`src/rtl/booth_digit_decoder.sv`:
```
// Rebuilds a two's-complement word from a serial, LSB-first stream of radix-4 Booth digits.
// Define BOOTH_DEC_CHECK_EN to compile in the illegal-digit check that drives out_err.
module booth_digit_decoder #(
   parameter int WIDTH = 8
) (
   input  logic             clk,
   input  logic             rst,
   input  logic             in_valid,
   output logic             in_ready,
   input  logic             in_neg,
   input  logic             in_zero,
   input  logic             in_one,
   input  logic             in_two,
   output logic             out_valid,
   input  logic             out_ready,
   output logic [WIDTH-1:0] out_value,
   output logic             out_err
);

   localparam int N_DIGITS = WIDTH / 2;
   localparam int CW       = (N_DIGITS > 2) ? $clog2(N_DIGITS) : 1;

   localparam logic [0:0] ACCUM = 1'b0;
   localparam logic [0:0] DONE  = 1'b1;

   logic [0:0]       state_reg;
   logic [CW-1:0]    cnt_reg;
   logic [WIDTH-1:0] acc_reg;
   logic             err_reg;
   logic [WIDTH-1:0] value_reg;
   logic             out_err_reg;

   logic [WIDTH-1:0] mag;
   logic [WIDTH-1:0] digit_val;
   logic [WIDTH-1:0] term;
   logic [WIDTH-1:0] acc_next;
   logic             digit_illegal;
   logic             err_next;
   logic             last_digit;

   // Priority two > one > zero also resolves illegal encodings; negating a zero magnitude stays zero.
   always_comb begin
      mag = '0;
      if (in_two)
         mag = WIDTH'(2);
      else if (in_one)
         mag = WIDTH'(1);
      digit_val = in_neg ? (~mag + WIDTH'(1)) : mag;
      term      = digit_val << {cnt_reg, 1'b0};
      acc_next  = acc_reg + term;
   end

`ifdef BOOTH_DEC_CHECK_EN
   logic [1:0] flag_count;
   assign flag_count    = {1'b0, in_zero} + {1'b0, in_one} + {1'b0, in_two};
   assign digit_illegal = (flag_count != 2'd1) || (in_zero && in_neg);
`else
   logic unused_zero;
   assign unused_zero   = in_zero;
   assign digit_illegal = 1'b0;
`endif

   assign err_next   = err_reg | digit_illegal;
   assign last_digit = (cnt_reg == CW'(N_DIGITS - 1));

   assign in_ready  = (state_reg == ACCUM) && !rst;
   assign out_valid = (state_reg == DONE);
   assign out_value = value_reg;
   assign out_err   = out_err_reg;

   always_ff @(posedge clk) begin
      if (rst) begin
         state_reg   <= ACCUM;
         cnt_reg     <= '0;
         acc_reg     <= '0;
         err_reg     <= 1'b0;
         value_reg   <= '0;
         out_err_reg <= 1'b0;
      end else begin
         case (state_reg)
            ACCUM: begin
               if (in_valid) begin
                  acc_reg <= acc_next;
                  err_reg <= err_next;
                  if (last_digit) begin
                     value_reg   <= acc_next;
                     out_err_reg <= err_next;
                     cnt_reg     <= '0;
                     state_reg   <= DONE;
                  end else begin
                     cnt_reg <= cnt_reg + CW'(1);
                  end
               end
            end
            default: begin
               // Word handed off: start the next one from a clean accumulator.
               if (out_ready) begin
                  acc_reg   <= '0;
                  err_reg   <= 1'b0;
                  state_reg <= ACCUM;
               end
            end
         endcase
      end
   end

endmodule

```
`config.mk`:
```
export PLATFORM = sky130hd
export DESIGN_NAME = booth_digit_decoder
export DESIGN_NICKNAME = d
export VERILOG_FILES = /design/src/rtl/booth_digit_decoder.sv
export SDC_FILE = /design/constraint.sdc
export NUM_CORES = 1
export LEC_CHECK = 0
export BUFFER_PORTS_ARGS = -buffer_cell sky130_fd_sc_hd__buf_2
export CAP_MARGIN = 10
export CORE_MARGIN = 2
export CORE_UTILIZATION = 54
export CTS_CLUSTER_SIZE = 40
export DETAILED_ROUTE_END_ITERATION = 10
export GPL_TIMING_DRIVEN = 0
export PLACE_DENSITY = 0.83
export SLEW_MARGIN = 10
export SYNTH_ARGS = -nofsm -noshare
export SYNTH_HDL_FRONTEND = slang
export SYNTH_SLANG_ARGS = --single-unit
export TNS_END_PERCENT = 20
```
`constraint.sdc`:
```
create_clock -name clk -period 2.8 [get_ports clk]
set_input_delay 0.56 -clock clk [delete_from_list [all_inputs] [get_ports clk]]
set_output_delay 0.56 -clock clk [all_outputs]
set_load 0.01 [all_outputs]
```
* Word-level counts from Yosys, hierarchy flattened
Index checks and enable logic that the tools add are counted.
Cells by class: reductions and logical operators 6, equal/unequal tests 2, shift operators 1, mux-type cells 11, $add $sub $neg 3, bitwise logic cells 2
Operators with widths (count):
- $mux W8 | 5
- $add A8 B1 Y8 const B | 1
- $add A8 B8 Y8 | 1
- $not A8 Y8 | 1
- $shl A8 B3 Y8 | 1
- $mux W1 | 5
- $reduce_and A2 Y1 | 2
- $reduce_and A3 Y1 | 1
- $add A2 B1 Y2 const B | 1
- $eq A2 B2 Y1 const B | 1
- $mux W2 | 1
- $ne A2 B2 Y1 const B | 1
- $reduce_bool A2 Y1 | 1
- $logic_and A1 B1 Y1 | 1
- $logic_not A1 Y1 | 1
- $not A1 Y1 | 1
Word-level totals: word-level logic and storage cells 29, register bits after elaboration 19, output and inout bits 11

* Depth between registers and ports, before layout
Gate-level depths: netlist of the first run.
depth in word-level cells 9, depth in mapped cells 10

* Worst setup path before layout of the first run
OpenSTA, ideal clock, no wires.
path type input to register, start point input in_two, end point register value_reg[6] (netlist: out_value[6]), data arrival time 2.296 ns, stages 9, path buffers 0, setup slack 0.419 ns, required time 2.715 ns, path through nor4b_1 -> ha_1 -> inv_1 -> fa_1 -> nor2b_4 -> o31a_1 -> nor2_1 -> o311a_2 -> o31ai_2
On the way: longest elaborated chain between the ends 6
Ends and longest elaborated chain:
- start: declaration | RTL line 13 | input logic in_two,
- $mux W8 * | RTL line 44 | if (in_two)
- $not A8 Y8 | RTL line 48 | digit_val = in_neg ? (~mag + WIDTH'(1)) : mag;
- $add A8 B1 Y8 | RTL line 48
- $mux W8 * | RTL line 48
- $shl A8 B3 Y8 * | RTL line 49 | term = digit_val << {cnt_reg, 1'b0};
- $add A8 B8 Y8 * | RTL line 50 | acc_next = acc_reg + term;
- end signal: assignment | RTL line 86 | value_reg <= acc_next;
- end: declaration | RTL line 30 | logic [WIDTH-1:0] value_reg;
Mark *: on every way between the ends. The rest lies on a longest branch, timed or not. A chain may end at the register's enable or synchronous reset.

* Worst setup path after layout of the first run
start point register cnt_reg[1], end point register value_reg[6] (netlist: out_value[6])
On the way: longest elaborated chain between the ends 2
Ends and longest elaborated chain:
- start: declaration | RTL line 27 | logic [CW-1:0] cnt_reg;
- start signal: assignment | RTL line 91 | cnt_reg <= cnt_reg + CW'(1);
- $shl A8 B3 Y8 or $eq A2 B2 Y1 (tied branches) | RTL line 49, 64
- $add A8 B8 Y8 or $reduce_and A3 Y1 (tied branches)
Parallel ways exist; a longest one is shown, timed or not.

==> results of run 1 <==
## worst min-delay path: cells and delay by family (launching register included)
kind               cells  cell delay [ps]
DFF                    1              330
and+or+nand+nor        1               50
AOI/OAI and AO/OA      1               50
## metrics by stage
stage / instance area (um^2) / instances / setup WS, ps / hold WS [ps] / utilization
2_1_floorplan: 1120 / 135 / 419 / 472 / -
3_3_place_gp: 1230 / 178 / 33.5 / 442 / 0.627
3_5_place_dp: 1230 / 178 / 5.05 / 445 / 0.627
4_1_cts: 1260 / 182 / 81.8 / 461 / 0.642
5_1_grt: 1270 / 182 / 0.649 / 493 / 0.646
6_report: 1270 / 182 / 165 / 460 / 0.646
## report_power, final
group	leakage (uW)	internal, uW	switching (uW)	total (uW)
logic	0.000371	86.4	111	197
registers	0.000155	288	12.8	301
clock network	0.0000139	54.6	90.5	145
## final timing paths
check                                   from           end  slack, ps
worst max-delay path              cnt_reg[1]  out_value[6]        160
worst min-delay path            out_value[3]  out_value[3]        460
worst min register to register  out_value[3]  out_value[3]        460
worst max register to register    cnt_reg[1]  out_value[6]        160
## cells in the final DEF, fill, tap and decap left out, drive strengths merged, types with 2 or more instances in the layout
| cell | count |
|---|---|
| nor3 | 2 |
| clkbuf | 9 |
| a21oi | 16 |
| nand2 | 15 |
| a211oi | 3 |
| nand3b | 4 |
| inv | 4 |
| o31ai | 5 |
| dfxtp | 19 |
| nor2 | 16 |
| buf | 17 |
| nand2b | 3 |
| o21ai | 5 |
| a21o | 2 |
| nor2b | 2 |
| xnor2 | 5 |
| a22oi | 5 |
| ha | 8 |
## synthesized netlist by cell type (2+ instances only)
cell type and n:
o21ai_0 5, ha_1 8, a211oi_1 3, xnor2_1 5, inv_1 4, a21oi_1 16
o31ai_2 2, nand2_1 15, clkbuf_1 6, dfxtp_1 19, a22oi_1 5, nand2b_1 3
nor3_1 2, a21o_1 2, nor2_1 16, o31ai_1 3, nand3b_1 4
## cell type report
| type | count | area (um^2) |
|---|---|---|
| clock buffer | 3 | 22.5 |
| sequential | 19 | 380 |
| fill | 188 | 694 |
| buffer | 7 | 31.3 |
| timing repair buffer | 16 | 80.1 |
| multi-input combinational | 105 | 697 |
| clock inverter | 1 | 7.51 |
| inverter | 4 | 15.0 |
| tap | 27 | 33.8 |
## cell families (layout without fill, tap and decap cells)
family | count (synthesis) | in the layout | share of synthesized area
flops | 19 | 19 | 0.341
xor+xnor | 5 | 5 | 0.0392
compound gates | 41 | 41 | 0.243
fa+ha+maj | 9 | 9 | 0.108
simple gates | 48 | 48 | 0.216
buf+inv | 11 | 31 | 0.0404
mux | 1 | 1 | 0.00897
other cells | 1 | 1 | 0.00336
## metal layers
layer | vias up | routed length, um | track usage
met3 | 7 | 103 | 0.0455
met5 | - | 0 | 0
met1 | 474 | 1060 | 0.270
li1 | 518 | - | -
met4 | 0 | 46 | 0.0833
met2 | 20 | 1250 | 0.387
==> out/metrics.csv, run 1 <==
stage,metric,value,unit
run_status,status,"finished, final reports clean",
global_route,Overflow after GRT,0,
sta,fin crit share,0.941,
placed_design,post-DP HPWL,1890,um
setup_path,CP cell instances,clkbuf_1 > nor4b_2 > ha_1 > inv_1 > fa_1 > nor2b_4 > o31a_1 > or4b_1 > o311a_2 > o31ai_2,
clock_network,Root Driver,clkbuf_4,
sta,Worst-Margin Slew,668,ps
power_and_ir_drop,power density cells,507,nW/um^2
logic_synthesis,dominant cell type by area after synthesis,dfxtp_1,
drt,post-route antenna net violation count,0,
drt,drt initial violations,29,
logic_synthesis,Post-synth EDFFs,0,
sta,Pins Over Slew Limit,0,
flow_run,max_cap viols,0,
drt,drt total wl,2460,um
floorplanning,Core Region,1960,um^2
setup_path,CP top delay family,simple AND/OR/NAND/NOR gates,
setup_path,max incr delay on CP,480,ps
setup_path,startpoint types,register,
logic_synthesis,Yosys top cell area share,0.341,
clock_network,Clock Path Buffers,2,
clock_network,cts repair resizes,0,
logic_synthesis,"Seq/Total Area, Yosys",0.341,
floorplanning,Top Ports,19,
logic_synthesis,Main synth FF type,dfxtp_1,
logic_synthesis,Mapped Cells,135,
sta,headroom to the max-slew limit,0.554,
logic_synthesis,Synth area leaders,"dfxtp_1 (34%), ha_1 (9.0%), a21oi_1 (7.2%)",
floorplanning,Die Height,49.5,um
drt,post-DR wirelength/cell,13.5,um
placed_design,GP Congestion,0.794,
power_and_ir_drop,total power,643,uW
clock_network,CTS tree,built,
placed_design,port buffer count,16,
setup_path,Worst path slowest cell,or4b_1,
drt,vias post-DR,1019,
sta,Clock Skews,13.7,ps
drt,drt pass-1 iters,4,
power_and_ir_drop,peak supply drop,0.401,mV
logic_synthesis,Async SR Flop Fraction,0,
min_path,Worst Hold Class,register to register,
setup_path,critical-path maximum fanout,10,
logic_synthesis,Syn Std Cell Area,1120,um^2
logic_synthesis,Synth Net Count,152,
drt,# DRC,0,
logic_synthesis,syn avg cell area,8.27,um^2
setup_path,Crit. End Element,register,
final_layout,Area growth syn-to-layout,13.6,%
final_layout,# diodes,0,
setup_path,worst path bufs/invs,2,
clock_network,# Post-CTS Setup Buffers,0,
global_route,initial antenna violation count,0,
global_route,largest net degree at the start of global routing,13,
sta,fin crit period,2640,ps
setup_path,Levels on crit path,10,
global_route,first-pass GRT wire length,4160,um
drt,via-per-instance ratio,5.60,
clock_network,hold buffer count at CTS,0,
floorplanning,Starting Density,0.569,
floorplanning,Chip Width,49.5,um
clock_network,CTS Buf Count,3,
sta,final setup violating endpoints,0,
sta,RSZ-0062 raised after global routing,no,
sta,FMAX,379,MHz
setup_path,Crit Path Class,register to register,
setup_path,Required @ worst endpoint,3030,ps
final_layout,nets,173,
global_route,vias in the first global route,945,
logic_synthesis,Cell variety after synth,34,
setup_path,worst reg-to-reg path cell count,10,
final_layout,layout cell share with drive strength beyond 1,0.174,
clock_network,CTS Sinks,19,
logic_synthesis,warning count from the yosys run,0,
floorplanning,Die Area,2450,um^2
floorplanning,Rows,16,
logic_synthesis,Synth Register Bits,19,
sta,Final Hold Viols,0,
min_path,hold path cells,2,
clock_network,Skew-Pair Late Insertion Delay,310,ps
setup_path,Worst EP arrival,2860,ps
sta,Setup TNS Final,0,ps
global_route,Total GRT Usage,0.223,
clock_network,H-tree depth,1,
power_and_ir_drop,P_leak,0.000540,uW
clock_network,clock slew at reported path FFs,120,ps
No activity file was read; power rests on OpenSTA's default activity.
==> run 2: changes to the inputs <==
--- a/config.mk
+++ b/config.mk
@@ -5,14 +5,15 @@
 export SDC_FILE = /design/constraint.sdc
 export NUM_CORES = 1
 export LEC_CHECK = 0
+export ABC_AREA = 1
 export BUFFER_PORTS_ARGS = -buffer_cell sky130_fd_sc_hd__buf_2
 export CAP_MARGIN = 10
 export CORE_MARGIN = 2
-export CORE_UTILIZATION = 54
+export CORE_UTILIZATION = 55
 export CTS_CLUSTER_SIZE = 40
 export DETAILED_ROUTE_END_ITERATION = 10
 export GPL_TIMING_DRIVEN = 0
-export PLACE_DENSITY = 0.83
+export PLACE_DENSITY = 0.84
 export SLEW_MARGIN = 10
 export SYNTH_ARGS = -nofsm -noshare
 export SYNTH_HDL_FRONTEND = slang
==> constraint.sdc (replaced) <==
create_clock -name clk -period 2.8 [get_ports clk]
set_input_delay 0.28 -clock clk [delete_from_list [all_inputs] [get_ports clk]]
set_output_delay 0.28 -clock clk [all_outputs]
set_load 0.01 [all_outputs]
==> out/metrics.csv, run 2 <==
stage,metric,value,unit
logic_synthesis,Synth area leaders,"dfxtp_1 (31%), nand2_1 (14%), ha_1 (8.2%)",
logic_synthesis,warning count from the yosys run,0,
placed_design,port buffer count,16,
run_status,status,"finished, final reports clean",
final_layout,# diodes,0,
setup_path,Required @ worst endpoint,2970,ps
logic_synthesis,Async SR Flop Fraction,0,
clock_network,Skew-Pair Late Insertion Delay,300,ps
power_and_ir_drop,peak supply drop,0.320,mV
final_layout,most frequent cells in the layout,"nand2_1 (47), inv_1 (25), dfxtp_1 (19)",
setup_path,CP top delay family,simple AND/OR/NAND/NOR gates,
floorplanning,Die Height,51.2,um
global_route,Total GRT Usage,0.242,
setup_path,worst r2r src,cnt_reg[1],
sta,Setup TNS Final,0,ps
sta,Pins Over Slew Limit,0,
setup_path,Worst path slowest cell,fa_1,
min_path,Hold Crit Endpoint,cnt_reg[0],
logic_synthesis,Main synth FF type,dfxtp_1,
clock_network,CTS tree,built,
setup_path,critical-path maximum fanout,9,
sta,final setup violating endpoints,0,
setup_path,CP cell instances,buf_6 > nor3_1 > ha_1 > inv_1 > fa_1 > inv_1 > nand4_1 > nand3_1 > nand2_1 > nand3_1 > a21oi_2,
logic_synthesis,Post-synth EDFFs,0,
logic_synthesis,Yosys top cell area share,0.311,
logic_synthesis,"Seq/Total Area, Yosys",0.311,
setup_path,worst reg-to-reg path cell count,11,
setup_path,Worst EP arrival,2300,ps
setup_path,max incr delay on CP,400,ps
floorplanning,Starting Density,0.570,
global_route,vias in the first global route,1119,
sta,fin crit share,0.760,
placed_design,Place WS,608,ps
clock_network,CTS Buf Count,3,
power_and_ir_drop,P_leak,0.000711,uW
clock_network,clock slew at reported path FFs,110,ps
min_path,hold path cells,2,
floorplanning,Chip Width,51.2,um
drt,drt initial violations,18,
drt,post-route antenna net violation count,0,
sta,RSZ-0062 raised after global routing,no,
clock_network,H-tree depth,1,
sta,Clock Skews,6.46,ps
setup_path,worst path bufs/invs,3,
floorplanning,Die Area,2620,um^2
setup_path,r2r setup slk,670,ps
floorplanning,Core Region,2150,um^2
drt,# DRC,0,
placed_design,GP Congestion,0.883,
min_path,Hold Startpoint,rst,
global_route,largest net degree at the start of global routing,11,
clock_network,cts repair resizes,0,
min_path,Worst Hold Class,input pin to register,
sta,FMAX,470,MHz
final_layout,layout cell share with drive strength beyond 1,0.204,
clock_network,Clock Path Buffers,2,
placed_design,post-DP HPWL,2220,um
sta,Final Hold Viols,0,
final_layout,nets,214,
setup_path,startpoint types,register,
global_route,Overflow after GRT,0,
logic_synthesis,Cell variety after synth,29,
logic_synthesis,syn avg cell area,6.95,um^2
final_layout,Final Non-Filler Cells,224,
logic_synthesis,Synth Register Bits,19,
final_layout,Area growth syn-to-layout,11.6,%
logic_synthesis,Post-synth top cells,"nand2_1 (47), inv_1 (25), dfxtp_1 (19), nand3_1 (18), a21oi_1 (13)",
drt,drt pass-1 iters,4,
sta,fin crit period,2130,ps
clock_network,hold buffer count at CTS,0,
logic_synthesis,Mapped Cells,176,
final_layout,# fillers,195,
final_layout,post-layout util,0.635,
placed_design,DP Cell Count,220,
floorplanning,Top Ports,19,
final_layout,"commonest non-fill, non-tap cell in the layout",nand2_1,
flow_run,max_cap viols,0,
setup_path,Crit Path Class,register to register,
logic_synthesis,Synth Net Count,193,
power_and_ir_drop,power density cells,486,nW/um^2
logic_synthesis,dominant cell type by area after synthesis,dfxtp_1,
setup_path,Reg-to-Reg End,acc_reg[6],
clock_network,CTS Sinks,19,
drt,via-per-instance ratio,5.21,
clock_network,# Post-CTS Setup Buffers,0,
global_route,initial antenna violation count,0,
drt,drt total wl,2780,um
sta,final setup margin,673,ps
logic_synthesis,Syn Std Cell Area,1220,um^2
sta,Worst-Margin Slew,549,ps
sta,headroom to the max-slew limit,0.634,
drt,post-DR wirelength/cell,12.4,um
floorplanning,Rows,17,
logic_synthesis,top-count cell post-synth,nand2_1,
clock_network,Root Driver,clkbuf_4,
drt,vias post-DR,1167,
global_route,first-pass GRT wire length,4640,um
setup_path,Crit. End Element,register,
[run 2: cell types whose count changed after synthesis, sizes merged, moves of 4 or more]
cell    previous run  this run
nand2             15        51
o31ai              5         0
xnor2              5         1
nor2              16        10
a22oi              5         0
nand3              1        20
inv                4        29
clkbuf             6         1
[run 2: worst register-to-register path, cell delays in order (launching register included)]
cell,delay (ps)
dfxtp_1,340
buf_6,140
nor3_1,240
ha_1,230
inv_1,60
fa_1,400
inv_1,100
nand4_1,150
nand3_1,130
nand2_1,70
nand3_1,90
a21oi_2,60
[run 2: how the worst max path moves through the flow]
| stage | to | depth (start not counted) | slack (ps) | startpoint |
|---|---|---|---|---|
| finish | acc_reg[6] | 11 | 670 | cnt_reg[1] |
| global route | acc_reg[7] | 14 | 470 | cnt_reg[1] |
| CTS | acc_reg[6] | 11 | 680 | cnt_reg[1] |
| detailed placement | acc_reg[6] | 13 | 610 | in_two |
| global placement | acc_reg[6] | 13 | 680 | in_two |
| floorplan | acc_reg[6] | 11 | 970 | cnt_reg[1] |
[run 2: metrics by stage]
stage / total power [uW] / hold slack [ps] / cell area [um^2]
2_1_floorplan: 476 / 349 / 1220
3_3_place_gp: 513 / 447 / 1340
3_5_place_dp: 526 / 456 / 1340
4_1_cts: 669 / 242 / 1370
5_1_grt: 706 / 247 / 1370
6_report: 664 / 246 / 1370
[run 2: layout make-up]
type,count,area (um^2),share of cell area
buffer,3,22.5,0.0165
multi-input combinational,125,712,0.522
clock buffer,4,26.3,0.0192
timing repair buffer,16,80.1,0.0587
tap,28,35.0,0.0257
inverter,29,109,0.0797
sequential,19,380,0.279
[run 2: layer usage]
layer  track usage  part of all wire  up-vias
met5             0                 0        -
met4         0.144             0.029        0
met3        0.0556             0.055       11
met2         0.409              0.49       29
met1         0.275              0.43      526
li1              -                 -      601
[run 2: kinds of logic after synthesis]
| group | share of synthesized area |
|---|---|
| flops | 0.311 |
| buf+inv | 0.107 |
| fa+ha+maj | 0.0982 |
| simple gates | 0.337 |
| other cells | 0.00306 |
| compound gates | 0.122 |
| xor+xnor | 0.0215 |
[run 2: where the power goes]
group	total (uW)	leakage, uW	internal [uW]	switching (uW)
combinational	221	0.000541	83.4	137
clock	141	0.0000150	55.6	85.0
sequential	302	0.000155	289	13.2
total	664	0.000711	428	235
==> run 3: changes to the inputs <==
--- a/config.mk
+++ b/config.mk
@@ -9,11 +9,11 @@
 export BUFFER_PORTS_ARGS = -buffer_cell sky130_fd_sc_hd__buf_2
 export CAP_MARGIN = 10
 export CORE_MARGIN = 2
-export CORE_UTILIZATION = 55
+export CORE_UTILIZATION = 50
 export CTS_CLUSTER_SIZE = 40
 export DETAILED_ROUTE_END_ITERATION = 10
 export GPL_TIMING_DRIVEN = 0
-export PLACE_DENSITY = 0.84
+export PLACE_DENSITY = 0.8
 export SLEW_MARGIN = 10
 export SYNTH_ARGS = -nofsm -noshare
 export SYNTH_HDL_FRONTEND = slang
==> constraint.sdc (replaced) <==
create_clock -name clk -period 1.7 [get_ports clk]
set_input_delay 0.17 -clock clk [delete_from_list [all_inputs] [get_ports clk]]
set_output_delay 0.17 -clock clk [all_outputs]
set_load 0.01 [all_outputs]
==> out/metrics.csv, run 3 (synthesized netlist as in run 2, its figures left out) <==
stage,metric,value,unit
sta,Final Hold Viols,0,
drt,drt total wl,3320,um
floorplanning,Core Region,2250,um^2
sta,Clock Skews,3.49,ps
setup_path,Worst path slowest cell,dfxtp_4,
final_layout,Area growth syn-to-layout,27.6,%
setup_path,CP top delay family,simple AND/OR/NAND/NOR gates,
setup_path,Required @ worst endpoint,1870,ps
floorplanning,Rows,17,
setup_path,startpoint types,register,
global_route,first-pass GRT wire length,5210,um
sta,Pins Over Slew Limit,0,
run_status,status,"finished, violations left",
global_route,Overflow after GRT,0,
clock_network,CTS Sinks,19,
setup_path,r2r setup slk,-230,ps
floorplanning,Starting Density,0.543,
sta,fin crit share,1.14,
floorplanning,Chip Width,53.5,um
clock_network,Root Driver,clkbuf_4,
floorplanning,Top Ports,19,
setup_path,Reg-to-Reg End,acc_reg[7],
final_layout,# diodes,0,
clock_network,H-tree depth,1,
setup_path,worst path bufs/invs,0,
setup_path,max incr delay on CP,390,ps
min_path,Worst Hold Class,input pin to register,
setup_path,CP startpoint,cnt_reg[0],
clock_network,Skew-Pair Late Insertion Delay,300,ps
setup_path,worst reg-to-reg path cell count,10,
sta,RSZ-0062 raised after global routing,yes,
drt,post-route antenna net violation count,0,
floorplanning,Die Area,2860,um^2
final_layout,layout cell share with drive strength beyond 1,0.390,
global_route,Total GRT Usage,0.254,
sta,headroom to the max-slew limit,0.623,
sta,Worst-Margin Slew,565,ps
setup_path,critical-path maximum fanout,5,
drt,post-DR wirelength/cell,14.6,um
power_and_ir_drop,total power,1240,uW
placed_design,port buffer count,16,
global_route,largest net degree at the start of global routing,12,
final_layout,most frequent cells in the layout,"nand2_1 (41), inv_1 (22), dfxtp_1 (17)",
setup_path,CP cell instances,o21ai_2 > nand2_2 > nor2_2 > ha_4 > a21oi_2 > nand2_2 > a21oi_2 > nand3_2 > nand3_1 > a21oi_1,
setup_path,Worst EP arrival,2110,ps
setup_path,worst r2r src,cnt_reg[0],
sta,final setup margin,-234,ps
final_layout,nets,218,
clock_network,CTS Buf Count,3,
flow_run,max_cap viols,0,
clock_network,CTS tree,built,
power_and_ir_drop,power density cells,797,nW/um^2
drt,vias post-DR,1255,
placed_design,Place WS,-313,ps
placed_design,GP Congestion,0.852,
sta,FMAX,517,MHz
placed_design,post-DP HPWL,2120,um
run_status,failing checks,setup timing,
clock_network,clock slew at reported path FFs,110,ps
floorplanning,Die Height,53.5,um
power_and_ir_drop,P_leak,0.000742,uW
global_route,initial antenna violation count,0,
final_layout,"commonest non-fill, non-tap cell in the layout",nand2_1,
sta,final setup violating endpoints,13,
global_route,vias in the first global route,1186,
setup_path,Crit. End Element,register,
clock_network,Clock Path Buffers,2,
setup_path,worst setup path end,acc_reg[7],
drt,# DRC,0,
setup_path,Levels on crit path,10,
drt,drt pass-1 iters,5,
setup_path,Crit Path Class,register to register,
sta,Setup TNS Final,-1830,ps
drt,drt initial violations,54,
sta,fin crit period,1930,ps
power_and_ir_drop,peak supply drop,0.782,mV
drt,via-per-instance ratio,5.50,
==> run 3: cell types whose count changed in the layout (fill, tap and decap cells not counted), moves of 3 or more <==
cell / delta
a21oi_1: -3
buf_4: +5
ha_1: -6
ha_4: +5
inv_1: -3
inv_2: +3
nand2_1: -6
nand2_2: +6
nand3_1: -4
nand3_2: +4
nor2_1: -4
nor2_2: +4
==> run 3: metrics by stage <==
stage               cell area [um^2]   util  hold slack, ps  cells
floorplan                       1230      -             239    176
global placement                1350  0.598             436    220
detailed placement              1350  0.598             441    220
CTS                             1480  0.654             123    228
global route                    1560  0.693             125    228
finish                          1560  0.693             119    228
==> run 3: layout make-up <==
type	count	area, um^2
timing repair buffer	21	118
sequential	19	388
inverter	29	109
multi-input combinational	125	873
clock inverter	1	5.00
fill	185	693
tap	28	35.0
clock buffer	3	22.5
buffer	2	11.3
==> run 3: worst min path at each step <==
stage / depth (start not counted) / to / start
6_report: 2 / cnt_reg[0] / rst
5_1_grt: 2 / cnt_reg[0] / rst
4_1_cts: 2 / cnt_reg[0] / rst
3_5_place_dp: 2 / out_valid / rst
3_3_place_gp: 2 / out_valid / rst
2_1_floorplan: 1 / out_valid / rst
==> run 3: routing by layer <==
metal	up-vias	wire, um	track usage
met2	46	1700	0.453
met1	580	1320	0.287
met5	-	0	0
met3	17	152	0.0226
li1	612	-	-
met4	0	153	0.158
==> run 3: worst register-to-register path: stages (launching register included) <==
cell	delay [ps]
dfxtp_4	390
o21ai_2	160
nand2_2	100
nor2_2	140
ha_4	250
a21oi_2	150
nand2_2	110
a21oi_2	190
nand3_2	120
nand3_1	110
a21oi_1	80
==> run 3: what timing repair did <==
action | CTS | global route
resized for setup | 19 | 17
buffers inserted | 5 | 0
pin swaps | 11 | 8
setup endpoints to repair | 13 | 13
hold buffers | 0 | 0
==> run 3: power by group <==
group          internal (uW)  switching [uW]  leakage, uW
sequential               477            34.7     0.000156
combinational            212             286     0.000568
clock                   87.8             147    0.0000177
total                    776             468     0.000742
